[config.mk]
export PLATFORM = sky130hd
export DESIGN_NAME = uart_tx_fifo
export DESIGN_NICKNAME = d
export VERILOG_FILES = /design/src/rtl/uart_tx_fifo.sv
export SDC_FILE = /design/constraint.sdc
export NUM_CORES = 1
export LEC_CHECK = 0
export CAP_MARGIN = 25
export CORE_ASPECT_RATIO = 2
export CORE_MARGIN = 1
export CORE_UTILIZATION = 24
export DETAILED_ROUTE_END_ITERATION = 8
export HOLD_SLACK_MARGIN = 0.05
export SYNTH_ARGS = -nofsm -noshare
export SYNTH_HDL_FRONTEND = slang
export SYNTH_SLANG_ARGS = --single-unit
[constraint.sdc]
create_clock -name clk -period 4.4 [get_ports clk]
set_input_delay 0.88 -clock clk [delete_from_list [all_inputs] [get_ports clk]]
set_output_delay 0.88 -clock clk [all_outputs]
set_load 0.02 [all_outputs]
[src/rtl/uart_tx_fifo.sv]
// ---------------------------------------------------------------------------
// uart_tx_fifo
//
// Byte FIFO plus drain controller that sits between the MMIO store path for
// the UART TX register and the uart_tx serialiser. Stores that arrive while
// the serialiser is busy are queued rather than lost, and queued bytes are
// launched one at a time over uart_tx's tx_start / tx_busy / tx_done
// handshake. Occupancy and a sticky overflow flag are exported so software
// can poll them through the MMIO status path.
//
// Parameters
//   DEPTH    number of FIFO entries (power of two, >= 2)
//   DATA_W   byte width, must match uart_tx tx_data
//
// Ports
//   clk       in   system clock, rising edge
//   rst_n     in   asynchronous active-low reset
//   wr_en     in   MMIO store to the UART TX register this cycle
//   wr_data   in   byte to queue
//   ovf_clr   in   clears the sticky overflow flag
//   tx_busy   in   serialiser busy, from uart_tx
//   tx_done   in   one-cycle end-of-frame pulse, from uart_tx
//   tx_start  out  one-cycle launch pulse to uart_tx
//   tx_data   out  byte to uart_tx, held from launch until the next launch
//   count     out  entries currently queued, 0..DEPTH
//   full      out  count == DEPTH
//   empty     out  count == 0
//   overflow  out  sticky: a store arrived while the FIFO was full
// ---------------------------------------------------------------------------
module uart_tx_fifo #(
  parameter int DEPTH  = 16,
  parameter int DATA_W = 8
) (
  input  logic                     clk,
  input  logic                     rst_n,
  input  logic                     wr_en,
  input  logic [DATA_W-1:0]        wr_data,
  input  logic                     ovf_clr,
  input  logic                     tx_busy,
  input  logic                     tx_done,
  output logic                     tx_start,
  output logic [DATA_W-1:0]        tx_data,
  output logic [$clog2(DEPTH):0]   count,
  output logic                     full,
  output logic                     empty,
  output logic                     overflow
);

  localparam int PTR_W = $clog2(DEPTH);
  localparam int CNT_W = PTR_W + 1;

  typedef enum logic [1:0] {
    ST_IDLE,
    ST_LAUNCH,
    ST_WAIT_BUSY,
    ST_WAIT_DONE
  } state_t;

  // Storage is plain data: it is never reset, only the pointers and count
  // decide which entries are meaningful.
  logic [DATA_W-1:0] mem [DEPTH];

  logic [PTR_W-1:0]  wr_ptr_q,   wr_ptr_d;
  logic [PTR_W-1:0]  rd_ptr_q,   rd_ptr_d;
  logic [CNT_W-1:0]  count_q,    count_d;
  logic              overflow_q, overflow_d;
  state_t            state_q,    state_d;
  logic              tx_start_q, tx_start_d;
  logic [DATA_W-1:0] tx_data_q,  tx_data_d;

  logic full_int;
  logic empty_int;
  logic wr_accept;
  logic pop;

  // -------------------------------------------------------------------------
  // Status and handshake decisions, all taken from registered state so there
  // is no combinational path from the store port to the launch outputs.
  // -------------------------------------------------------------------------
  always_comb begin
    full_int  = (count_q == CNT_W'(DEPTH));
    empty_int = (count_q == '0);

    // Fullness is judged on the pre-edge count: a store into a full FIFO is
    // rejected even if the drain pops an entry on the same edge.
    wr_accept = wr_en && !full_int;

    // A byte leaves the FIFO only from IDLE with the serialiser free.
    pop = (state_q == ST_IDLE) && !empty_int && !tx_busy;
  end

  // -------------------------------------------------------------------------
  // Pointer, occupancy and overflow next-state
  // -------------------------------------------------------------------------
  always_comb begin
    wr_ptr_d = wr_ptr_q;
    if (wr_accept) begin
      wr_ptr_d = wr_ptr_q + PTR_W'(1);
    end

    rd_ptr_d = rd_ptr_q;
    if (pop) begin
      rd_ptr_d = rd_ptr_q + PTR_W'(1);
    end

    unique case ({wr_accept, pop})
      2'b10:   count_d = count_q + CNT_W'(1);
      2'b01:   count_d = count_q - CNT_W'(1);
      default: count_d = count_q;
    endcase

    // A new overflow event takes priority over a clear in the same cycle so
    // that software never misses a loss that raced with its acknowledge.
    overflow_d = overflow_q;
    if (ovf_clr) begin
      overflow_d = 1'b0;
    end
    if (wr_en && full_int) begin
      overflow_d = 1'b1;
    end
  end

  // -------------------------------------------------------------------------
  // Drain controller next-state
  //   IDLE       pop a byte into tx_data and raise tx_start
  //   LAUNCH     drop tx_start after exactly one cycle
  //   WAIT_BUSY  wait for uart_tx to acknowledge by raising tx_busy; a frame
  //              short enough to finish before busy is seen ends on tx_done
  //   WAIT_DONE  wait for the frame to end
  // tx_start defaults low, so it can only be high for the single cycle that
  // follows an IDLE pop and the LAUNCH state guarantees a gap after it.
  // -------------------------------------------------------------------------
  always_comb begin
    state_d    = state_q;
    tx_start_d = 1'b0;
    tx_data_d  = tx_data_q;

    unique case (state_q)
      ST_IDLE: begin
        if (pop) begin
          tx_data_d  = mem[rd_ptr_q];
          tx_start_d = 1'b1;
          state_d    = ST_LAUNCH;
        end
      end

      ST_LAUNCH: begin
        state_d = ST_WAIT_BUSY;
      end

      ST_WAIT_BUSY: begin
        if (tx_busy) begin
          state_d = ST_WAIT_DONE;
        end else if (tx_done) begin
          state_d = ST_IDLE;
        end
      end

      ST_WAIT_DONE: begin
        if (tx_done || !tx_busy) begin
          state_d = ST_IDLE;
        end
      end

      default: begin
        state_d = ST_IDLE;
      end
    endcase
  end

  // -------------------------------------------------------------------------
  // Control and launch registers. Reset abandons any frame in flight: the
  // FIFO is emptied and the controller returns to IDLE, so nothing is
  // launched again until a fresh byte is stored.
  // -------------------------------------------------------------------------
  always_ff @(posedge clk or negedge rst_n) begin
    if (!rst_n) begin
      wr_ptr_q   <= '0;
      rd_ptr_q   <= '0;
      count_q    <= '0;
      overflow_q <= 1'b0;
      state_q    <= ST_IDLE;
      tx_start_q <= 1'b0;
      tx_data_q  <= '0;
    end else begin
      wr_ptr_q   <= wr_ptr_d;
      rd_ptr_q   <= rd_ptr_d;
      count_q    <= count_d;
      overflow_q <= overflow_d;
      state_q    <= state_d;
      tx_start_q <= tx_start_d;
      tx_data_q  <= tx_data_d;
    end
  end

  // -------------------------------------------------------------------------
  // FIFO storage write port
  // -------------------------------------------------------------------------
  always_ff @(posedge clk) begin
    if (wr_accept) begin
      mem[wr_ptr_q] <= wr_data;
    end
  end

  assign tx_start = tx_start_q;
  assign tx_data  = tx_data_q;
  assign count    = count_q;
  assign full     = full_int;
  assign empty    = empty_int;
  assign overflow = overflow_q;

endmodule

==> results.toml <==
[clock_network]
clk_latency_ns = 0.47
cts_tree = "built"
clock_path_buffers = 3
cts_buffers = 25
htree_levels = 4
hold_buffers = 0
cts_setup_buffers = 0
cts-root-buf = "clkbuf_16"
cts_resized = 0
cts.sinks = 153
clkTransAtPathRegs_ns = 0.05

[routing]
post-route-drc-count = 0
vias = 2972
routed_wirelength_um = 11800
wl_per_cell_um = 16.2
antenna_left = 0
first_pass_iters = 4
drt-initial-drc-count = 231
viasPerCell = 4.07

[cells_and_area]
ff_latch_area_mm2 = 0.00447
layout.nets = 409
nFillCells = 2524
final_area_mm2 = 0.00759
drive_above_1_share = 0.161
area_delta_synth_final_pct = 22.0
multi_input_area_mm2 = 0.00160
diodes = 0
final_cells = 731

[timing]
setup_violations = 0
hold_violations = 0
grt_setup_unrepaired = "false"
clock_skew_ns = 0.0198
period_minus_slack_ns = 3.38
fmax_ghz = 0.296
worst_slack_ns = 1.02
min_period_over_period = 0.768
tns_ns = 0
slew_viol_final = 0
relSlewSlack = 0.314
worst_slew_pin_slew_ns = 1.02

[placement]
io_buffers = 30
dp_hpwl_um = 8460
globalplace.congestion = 0.691
placed_cells = 698
post-place-ws_ns = 0.573
dpl_cell_area_mm2 = 0.00693

[global_route]
antenna_found_initial = 0
grt_overflow_total = 0
gr-usage-all-layers = 0.0967
grt_pass1_vias = 3279
grt_first_pass_wirelength_um = 18600
grt_max_degree = 27

[synthesis]
synth_top_cell_by_area = "edfxtp_1"
synth-async-reset-ratio = 0.163
synth_seq_cells = 153
ys_seq_area_frac = 0.719
synth_cell_types = 37
ys.flop_type = "edfxtp_1"
postSynthAreaPerCell_um2 = 18.4
synth_warnings = 0
syn_inst = 338
synth.cell_area_mm2 = 0.00622
syn_nets = 362
yosys-top-cells-area = "edfxtp_1, dfrtp_1, mux4_1, mux4_2, nand2_1"
synth_edf_count = 128
netlist.area_leader.share = 0.618

[worst_setup_path]
start_kind = "input port"
worstPathCellList = "clkdlybuf4s50_1 -> or4_1 -> inv_2 -> ha_1 -> inv_1 -> fa_1 -> nor2b_1 -> o21ai_0 -> nand3_1 -> or3b_2 -> xnor2_1"
worst_setup_path_end_kind = "flip-flop"
slowest_delay_ns = 0.57
cp_max_fo = 4
timing_worst_setup_path_type = "in2reg"
critPathArrivalTime_ns = 3.73
critPathTopFamily = "simple AND/OR/NAND/NOR gates"
required_ns = 4.75
slowest_stage = "or4_1"
crit_buf_inv = 3

[floorplan]
io_pins = 31
core_area_mm2 = 0.0255
die_area_mm2 = 0.0266
dieHeight_um = 230
start_util = 0.243
die_x_um = 116
rows = 83

[power]
totalPowerFinal_mw = 4.96
powerDensity_mw_per_mm2 = 654
p_leak_nw = 2.61
vdd_ir_drop_max_uv = 211

[min_path]
hp-class = "reg2reg"

[status]
status = "complete, no violations"

[job]
maxCapViolations = 0
[through the flow]
stage | utilization | hold WS [ns]
5_1_grt | 0.297 | 0.524
4_1_cts | 0.297 | 0.495
3_3_place_gp | 0.270 | 0.472
3_5_place_dp | 0.271 | 0.484
2_1_floorplan | - | 0.474
6_report | 0.297 | 0.485
[layer usage]
metal	global-route usage	routed length (um)	vias up	share of wire
met5	0	0	-	0
met4	0.0569	416	0	0.035
met3	0.0220	343	28	0.029
met2	0.191	7300	56	0.62
met1	0.0834	3780	1494	0.32
li1	-	-	1394	-
[worst min-delay path, cell delays in order, from the launching register on]
cell and delay [ns]:
dfrtp_1 0.34, nand2_1 0.05, o21ai_1 0.06
[placed cells by master (no fill, tap or decap), types with 2 or more instances in the layout]
cell | Yosys | routed
nor2_1 | 13 | 13
a21oi_1 | 2 | 2
clkinv_1 | 0 | 4
inv_1 | 11 | 11
nor2b_1 | 2 | 2
mux4_1 | 17 | 17
mux2_2 | 8 | 8
nand2b_1 | 2 | 2
xnor2_1 | 8 | 8
dfrtp_1 | 25 | 24
nand2_1 | 31 | 31
clkbuf_1 | 4 | 4
mux2i_1 | 9 | 9
mux4_2 | 15 | 15
nand3_1 | 2 | 2
o21ai_0 | 5 | 5
clkdlybuf4s50_1 | 0 | 30
xor2_1 | 2 | 2
buf_4 | 1 | 6
ha_1 | 9 | 9
nand4_1 | 2 | 2
o21ai_1 | 15 | 15
clkbuf_16 | 0 | 25
nor3_2 | 0 | 3
edfxtp_1 | 128 | 128
[synth_stat cells (2+ instances only)]
cell and instances:
edfxtp_1 128, nand2_1 31, dfrtp_1 25, mux4_1 17, mux4_2 15, o21ai_1 15
nor2_1 13, inv_1 11, ha_1 9, mux2i_1 9, mux2_2 8, xnor2_1 8
buf_2 7, o21ai_0 5, clkbuf_1 4, nor3_1 4, buf_1 3, a21oi_1 2
nand2b_1 2, nand3_1 2, nand4_1 2, nor2b_1 2, xor2_1 2
[kinds of logic after synthesis]
group / synth area share
AO/OA/AOI/OAI: 0.0229
XOR/XNOR: 0.0141
adder cells (fa/ha/maj): 0.0213
buffers and inverters: 0.0258
flip-flops: 0.719
multiplexers: 0.155
AND/OR/NAND/NOR: 0.0421
[worst paths after layout]
path                       depth (start not counted)        from  slack, ns     endpoint
setup / recovery                                  11     tx_busy       1.02     count[4]
hold / removal                                     2  tx_data[6]       0.48   tx_data[6]
setup reg to reg                                  12    count[1]       1.33     count[4]
hold reg to reg                                    2  tx_data[6]       0.48   tx_data[6]
max in group asynchronous                          2       rst_n       3.33  rd_ptr_q[0]
min in group asynchronous                          2       rst_n       0.79  wr_ptr_q[2]
[registers in the layout, indices dropped and copies added (netlist names)]
name,flops
tx_data,8
state_q,2
count,5
overflow,1
mem,128
tx_start,1
wr_ptr_q,4
rd_ptr_q,4
[report_power, final]
group	leakage, nW	total (mW)	switching (mW)	internal, mW
logic	0.834	1.35	0.646	0.700
registers	1.46	2.05	0.240	1.81
clock network	0.319	1.57	0.556	1.01
[area by class of cell]
type                    count  area share
flip-flops and latches    153       0.589
multi-input cells         155       0.211
clock buffers              29      0.0844
well taps                 340      0.0561
repair buffers             38      0.0511
inverters                  12     0.00594
clock inverters             4     0.00198
Note: power is estimated with default switching activity, not from simulation.
